### config.mk
export PLATFORM = sky130hd
export DESIGN_NAME = addsub_seq_flat
export DESIGN_NICKNAME = d
export VERILOG_FILES = /design/src/rtl/addsub_seq_if.sv /design/src/rtl/addsub_seq.sv /design/src/flat_wrapper.sv
export SDC_FILE = /design/constraint.sdc
export NUM_CORES = 1
export LEC_CHECK = 0
export CORE_ASPECT_RATIO = 1.5
export CORE_UTILIZATION = 45
export CTS_BUF_LIST = sky130_fd_sc_hd__clkbuf_4 sky130_fd_sc_hd__clkbuf_8
export CTS_CLUSTER_SIZE = 8
export DETAILED_ROUTE_END_ITERATION = 8
export HOLD_SLACK_MARGIN = 0.15
export PLACE_DENSITY = 0.67
export SKIP_LAST_GASP = 1
export SLEW_MARGIN = 20
export SYNTH_ARGS = -nofsm -noshare
export SYNTH_HDL_FRONTEND = slang
export SYNTH_SLANG_ARGS = --single-unit
### constraint.sdc
create_clock -name clk -period 5.5 [get_ports clk]
set_input_delay 1.1 -clock clk [delete_from_list [all_inputs] [get_ports clk]]
set_output_delay 1.1 -clock clk [all_outputs]
set_load 0.02 [all_outputs]
### src/rtl/addsub_seq_if.sv
// Request/response bundle for the multi-byte add/sub sequencer.
// Master drives the operation request; slave returns status and the committed result.
interface addsub_seq_if #(
  parameter int unsigned BYTES = 4
);
  localparam int unsigned W = 8 * BYTES;

  logic         start;
  logic         sub;
  logic [W-1:0] a;
  logic [W-1:0] b;
  logic         busy;
  logic         done;
  logic [W-1:0] result;
  logic         cout;
  logic         ovf;
  logic         zero;

  modport master (
    output start, sub, a, b,
    input  busy, done, result, cout, ovf, zero
  );

  modport slave (
    input  start, sub, a, b,
    output busy, done, result, cout, ovf, zero
  );
endinterface

### src/rtl/addsub_seq.sv
// Multi-byte adder/subtractor: runs a BYTES-wide add or subtract through one 8-bit
// datapath, least-significant byte first, with the carry registered between bytes.
module addsub_seq #(
  parameter int unsigned BYTES = 4
) (
  input logic         clk,
  input logic         rst,
  addsub_seq_if.slave bus
);
  localparam int unsigned W    = 8 * BYTES;
  localparam int unsigned IdxW = (BYTES > 1) ? $clog2(BYTES) : 1;

  typedef enum logic [1:0] {
    StIdle = 2'd0,
    StRun  = 2'd1,
    StDone = 2'd2
  } state_e;

  state_e          state_q, state_d;
  logic [IdxW-1:0] idx_q, idx_d;
  logic            carry_q, carry_d;
  logic [W-1:0]    a_q, a_d;
  logic [W-1:0]    bx_q, bx_d;
  logic [W-1:0]    shadow_q, shadow_d;
  logic [W-1:0]    result_q, result_d;
  logic            cout_q, cout_d;
  logic            ovf_q, ovf_d;
  logic            zero_q, zero_d;

  logic [7:0]      a_byte;
  logic [7:0]      bx_byte;
  logic [8:0]      byte_sum;

  always_ff @(posedge clk or posedge rst) begin
    if (rst) begin
      state_q  <= StIdle;
      idx_q    <= '0;
      carry_q  <= 1'b0;
      a_q      <= '0;
      bx_q     <= '0;
      shadow_q <= '0;
      result_q <= '0;
      cout_q   <= 1'b0;
      ovf_q    <= 1'b0;
      zero_q   <= 1'b0;
    end else begin
      state_q  <= state_d;
      idx_q    <= idx_d;
      carry_q  <= carry_d;
      a_q      <= a_d;
      bx_q     <= bx_d;
      shadow_q <= shadow_d;
      result_q <= result_d;
      cout_q   <= cout_d;
      ovf_q    <= ovf_d;
      zero_q   <= zero_d;
    end
  end

  // b is stored pre-inverted for subtract so the byte datapath is always an add.
  always_comb begin
    a_byte   = 8'(a_q >> {idx_q, 3'b000});
    bx_byte  = 8'(bx_q >> {idx_q, 3'b000});
    byte_sum = {1'b0, a_byte} + {1'b0, bx_byte} + {8'b0, carry_q};
  end

  always_comb begin
    state_d  = state_q;
    idx_d    = idx_q;
    carry_d  = carry_q;
    a_d      = a_q;
    bx_d     = bx_q;
    shadow_d = shadow_q;
    result_d = result_q;
    cout_d   = cout_q;
    ovf_d    = ovf_q;
    zero_d   = zero_q;

    unique case (state_q)
      StIdle: begin
        if (bus.start) begin
          a_d      = bus.a;
          bx_d     = bus.b ^ {W{bus.sub}};
          carry_d  = bus.sub;
          idx_d    = '0;
          shadow_d = '0;
          state_d  = StRun;
        end
      end
      StRun: begin
        shadow_d[{idx_q, 3'b000} +: 8] = byte_sum[7:0];
        carry_d                        = byte_sum[8];
        if (idx_q == IdxW'(BYTES - 1)) begin
          // Commit uses the merged shadow so the last byte lands in the same edge.
          result_d = shadow_d;
          cout_d   = byte_sum[8];
          ovf_d    = (a_q[W-1] == bx_q[W-1]) && (shadow_d[W-1] != a_q[W-1]);
          zero_d   = (shadow_d == '0);
          state_d  = StDone;
        end else begin
          idx_d = idx_q + 1'b1;
        end
      end
      StDone: begin
        state_d = StIdle;
      end
      default: begin
        state_d = StIdle;
      end
    endcase
  end

  assign bus.busy   = (state_q == StRun);
  assign bus.done   = (state_q == StDone);
  assign bus.result = result_q;
  assign bus.cout   = cout_q;
  assign bus.ovf    = ovf_q;
  assign bus.zero   = zero_q;
endmodule
### src/flat_wrapper.sv
// flat-port wrapper written by rule: the top's interface ports become plain ports
module addsub_seq_flat 
#(
  parameter int unsigned BYTES = 4
)
  (clk, rst, bus_start, bus_sub, bus_a, bus_b, bus_busy, bus_done, bus_result, bus_cout, bus_ovf, bus_zero);
  addsub_seq_if #(.BYTES(BYTES)) bus_i ();
  input logic clk;
  input logic rst;
  input wire logic [$bits(bus_i.start)-1:0] bus_start;
  input wire logic [$bits(bus_i.sub)-1:0] bus_sub;
  input wire logic [$bits(bus_i.a)-1:0] bus_a;
  input wire logic [$bits(bus_i.b)-1:0] bus_b;
  output wire logic [$bits(bus_i.busy)-1:0] bus_busy;
  output wire logic [$bits(bus_i.done)-1:0] bus_done;
  output wire logic [$bits(bus_i.result)-1:0] bus_result;
  output wire logic [$bits(bus_i.cout)-1:0] bus_cout;
  output wire logic [$bits(bus_i.ovf)-1:0] bus_ovf;
  output wire logic [$bits(bus_i.zero)-1:0] bus_zero;
  assign bus_i.start = bus_start;
  assign bus_i.sub = bus_sub;
  assign bus_i.a = bus_a;
  assign bus_i.b = bus_b;
  assign bus_busy = bus_i.busy;
  assign bus_done = bus_i.done;
  assign bus_result = bus_i.result;
  assign bus_cout = bus_i.cout;
  assign bus_ovf = bus_i.ovf;
  assign bus_zero = bus_i.zero;
  addsub_seq #(.BYTES(BYTES)) u_core (.clk(clk), .rst(rst), .bus(bus_i));
endmodule
Word level (Yosys, flattened, before mapping). Index checks and enable logic that the tools add are counted.

Register bits: 136. Input bits: 68. Output and inout port bits: 37. Word-level logic and storage cells: 47.

$add $sub $neg: 4. Equal/unequal tests: 8. Shift-type cells: 4. Mux-type cells: 11. Bitwise operators: 1. Reductions and logical operators: 9.

Operator list (number): one-hot mux 32 bit (2 select lines) (1); right shift 32 x 5 -> 8 bit (2); bitwise mux 32 bit (1); zero test 32 bit (1); two-way mux 32 bit (1); variable shift 8 x 7 -> 32 bit, first input constant (1); indexed part select 8 x 7 -> 32 bit (1); XOR 32 bit (1); adder 8 x 8 -> 9 bit (1); adder 9 x 1 -> 9 bit (1); two-way mux 2 bit (4); one-hot mux 2 bit (2 select lines) (2); AND reduction 2 bit (4); negator 5 -> 7 bit (1); equality test 2 bit, second input constant (2); != test 2 bit, second input constant (2); AND reduction 3 bit (1); adder 2 x 1 -> 2 bit, second input constant (1); equality test 2 x 1 -> 1 bit, second input constant (1); zero test 2 bit (1); != test 2 x 1 -> 1 bit, second input constant (1); one-hot mux 1 bit (2 select lines) (1); nonzero test 2 bit (1); equality test 1 bit (1); 3 further kinds (3).

Longest topological paths before layout.
Word-level depth: 7. Gate-level depth with buffers: 12. Gate-level depth less buffers: 10.

Worst setup path before layout. Ideal clock, no wire load.

Path kind: register to register. From: register u_core.idx_q[0]. To: register u_core.zero_q, in the netlist u_core.bus.zero. Setup time: 76 ps. Arrival time: 3551 ps. Data required time: 5424 ps. Slack: 1872 ps. Cell stages (with the launch flop): 12. Path buffers: 1. Period minus slack after synthesis: 3628 ps. Cells stage by stage: dfrtp_1 -> buf_2 -> mux4_2 -> fa_1 -> fa_1 -> a211oi_1 -> nor2_1 -> xor2_1 -> a221o_1 -> a2111oi_2 -> nand4_1 -> o21ai_1.

Word-level cells in the longest chain between the ends: 6. Elaborated cells between the ends (all ways): 11.

Ends and longest elaborated chain: from (decl) (RTL line addsub_seq.sv:20) `logic [IdxW-1:0] idx_q, idx_d;`; from (signal assigned) (RTL line addsub_seq.sv:48) `idx_q <= idx_d;`; right shift 32 x 5 -> 8 bit (on tied branches) (RTL line addsub_seq.sv:62, addsub_seq.sv:63); adder 8 x 8 -> 9 bit (RTL line addsub_seq.sv:64) `byte_sum = {1'b0, a_byte} + {1'b0, bx_byte} + {8'b0, carry_q};`; adder 9 x 1 -> 9 bit (RTL line addsub_seq.sv:64); indexed part select 8 x 7 -> 32 bit (RTL line addsub_seq.sv:91) `shadow_d[{idx_q, 3'b000} +: 8] = byte_sum[7:0];`; bitwise mux 32 bit (RTL line addsub_seq.sv:91); zero test 32 bit (RTL line addsub_seq.sv:98) `zero_d = (shadow_d == '0);`; to (signal assigned) (RTL line addsub_seq.sv:56) `zero_q <= zero_d;`; to (decl) (RTL line addsub_seq.sv:28) `logic zero_q, zero_d;`.

Several ways; a longest one is shown, not always the timed one. A chain may end at the register's enable or synchronous reset.

Final worst setup path. Same ends and word-level chain as after synthesis.

==> impl_metrics.csv <==
group,metric,value,unit
synth,synth-main-ff-cell,"dfrtp_1",
sta,clock.fmax,0.249,GHz
synth,synth_top_area_share,0.512,
grt,grt_pass1_wl,26100,um
worst_setup_path,path_max_fanout,10,
cts,ctsResizeCount,0,
detailed_routing,ant_nets,0,
min_path,hold_class,"reg2reg",
cts,cts_hold_buf,0,
job,drv_cap,0,
sta,rsz0062_at_grt,"no",
cts,post_cts_buffers,0,
detailed_routing,drtIter0Drc,215,
sta,worst_clock_skew,10.4,ps
cts,numCtsBuffers,17,
sta,setup_tns,0,ps
cells_and_area,drive_above_1_share,0.135,
die,initial_core_util,0.460,
synth,syn_area_per_cell,10.9,um2
die,pin_count,105,
detailed_routing,via_per_inst,5.45,
detailed_routing,drt_wl_total,15800,um
grt,grt_max_degree,70,
sta,tightest_slew,1110,ps
die,die_x,101,um
synth,yosys-top-cells-count,"dfrtp_1 (136), a21oi_1 (65), nor2_1 (53), nand2_1 (46), o21ai_0 (42)",
worst_setup_path,r2r-end,"u_core.bus.zero",
synth,synth_top_area_cell,"dfrtp_1",
grt,overflow,0,
worst_setup_path,setup.worst_path.end,"u_core.bus.zero",
sta,maxSlewHeadroom,0.253,
worst_setup_path,critical_path_required,5830,ps
synth,syn_area,6650,um2
grt,antenna_found_initial,0,
detailed_routing,drcViolationCount,0,
synth,ys_warn_count,0,
cells_and_area,nFillCells,1316,
outcome,status,"complete, no violations",
detailed_routing,wl_per_cell,17.3,um
sta,setup_viol,0,
worst_setup_path,rr_worst_depth,10,
synth,synth.net_count,696,
cts,cts_root_buf,"clkbuf_8",
cells_and_area,multi_input_area,3070,um2
die,die_h,151,um
sta,hold_violations,0,
sta,min_period,4010,ps
grt,track_usage,0.227,
cells_and_area,num_antenna_cells,0,
detailed_routing,route.vias.total,4983,
cts,cts_tree,"done",
cts,htree_levels,4,
worst_setup_path,end_kind,"register",
synth,ys_types,47,
detailed_routing,dr.pass1.iters,5,
synth,synth_edf_count,0,
worst_setup_path,cp-start-kind,"register",
grt,grt_pass1_vias,5129,
placed_design,io_buffers,104,
synth,post-synth-top-count-cell,"dfrtp_1",
synth,synthArstFlopShare,1.00,
synth,synth_area_leaders,"dfrtp_1 (51%), mux2_2 (5.6%), mux4_2 (5.4%)",
cts,clk-insertion-delay-late,450,ps
cells_and_area,fin_cells,914,
die,row_count,54,
worst_setup_path,rrSetupSlack,1490,ps
cts,clk_path_buf_depth,2,
worst_setup_path,critical_path_class,"reg2reg",
synth,netlist_instances,613,
sta,slew_violations,0,
cts,clock-sinks,136,
placed_design,place_hpwl,11600,um
cells_and_area,areaGrowthSynthToFinish,23.9,%
synth,ys_ff_latch,136,
synth,synth_seq_area_share,0.512,
sta,whs,481,ps
worst_setup_path,crit_arrival,4350,ps
cells_and_area,fin_nets,788,
cts,clkTransAtPathRegs,80,ps
cells_and_area,regArea,3400,um2
worst_setup_path,startpoint,"u_core.idx_q[0]",
placed_design,dp_cells,881,
die,core_region_area,14500,um2
worst_setup_path,reg2reg_from,"u_core.idx_q[0]",
placed_design,routabilityCongestion,0.891,
die,fp.dieArea,15300,um2
sta,timing.final.crit_share,0.730,
[worst max-delay path: stages, from the launching register on]
cell and delay, ps:
dfrtp_1 680, mux4_2 590, fa_1 460, fa_1 420, a211oi_1 370, nor2_1 110, xor2_1 750, a221o_1 280
a2111oi_2 50, nand4_1 140, o21ai_1 60
[state kept, by name, indices dropped and copies added, names as in the netlist, 2 cells and up]
register	cells
u_core.shadow_q	32
u_core.a_q	32
u_core.idx_q	2
u_core.bus.result	32
u_core.bx_q	32
u_core.state_q	2
[how the worst min path moves through the flow]
stage	from	to	cells after the start
final	u_core.bus.result[25]	u_core.bus.result[25]	2
after global routing	u_core.bus.result[26]	u_core.bus.result[26]	2
after CTS	u_core.bus.result[7]	u_core.bus.result[7]	2
after detailed placement	u_core.bus.result[7]	u_core.bus.result[7]	2
after global placement	u_core.bus.result[5]	u_core.bus.result[5]	2
after floorplan	u_core.shadow_q[24]	u_core.shadow_q[24]	2
[layout by cell type (no fill, tap or decap), types with 13 or more instances in the layout]
cell type and n:
a21oi_1 65, a22o_1 29, clkbuf_8 17, clkdlybuf4s50_1 103
dfrtp_1 136, ha_1 13, mux2_2 33, mux4_2 16
nand2_1 46, nor2_1 52, nor2b_1 23, o21ai_0 42
xnor2_1 34
[layout make-up]
class                   instances  area share
repair buffers                113       0.135
clock inverters                14      0.0155
flip-flops and latches        136       0.413
well taps                     196      0.0298
multi-input cells             427       0.372
inverters                      10     0.00486
clock buffers                  18      0.0293
[per-layer routing]
| metal | up-vias | track usage | share of wire |
|---|---|---|---|
| li1 | 2362 | - | - |
| met1 | 2422 | 0.274 | 0.40 |
| met3 | 32 | 0.0512 | 0.046 |
| met5 | - | 0 | 0 |
| met4 | 0 | 0.0935 | 0.029 |
| met2 | 167 | 0.388 | 0.52 |
[per-stage QoR]
stage / worst slack, ps / area [um2] / utilization
floorplan: 761 / 6650 / -
global placement: 1630 / 7850 / 0.543
detailed placement: 1460 / 7850 / 0.543
CTS: 1450 / 8220 / 0.569
global route: 1220 / 8240 / 0.570
finish: 1490 / 8240 / 0.570
[cell families after synthesis]
| family | count (synthesis) | synth area share |
|---|---|---|
| AO/OA/AOI/OAI | 171 | 0.158 |
| XOR/XNOR | 37 | 0.0487 |
| adder cells (fa/ha/maj) | 15 | 0.0305 |
| buffers and inverters | 50 | 0.0292 |
| flip-flops | 136 | 0.512 |
| multiplexers | 51 | 0.113 |
| AND/OR/NAND/NOR | 153 | 0.109 |
Power is left out: the tool's default activity adds up to more than one toggle a clock period on the data nets, which glitch-free logic cannot reach.
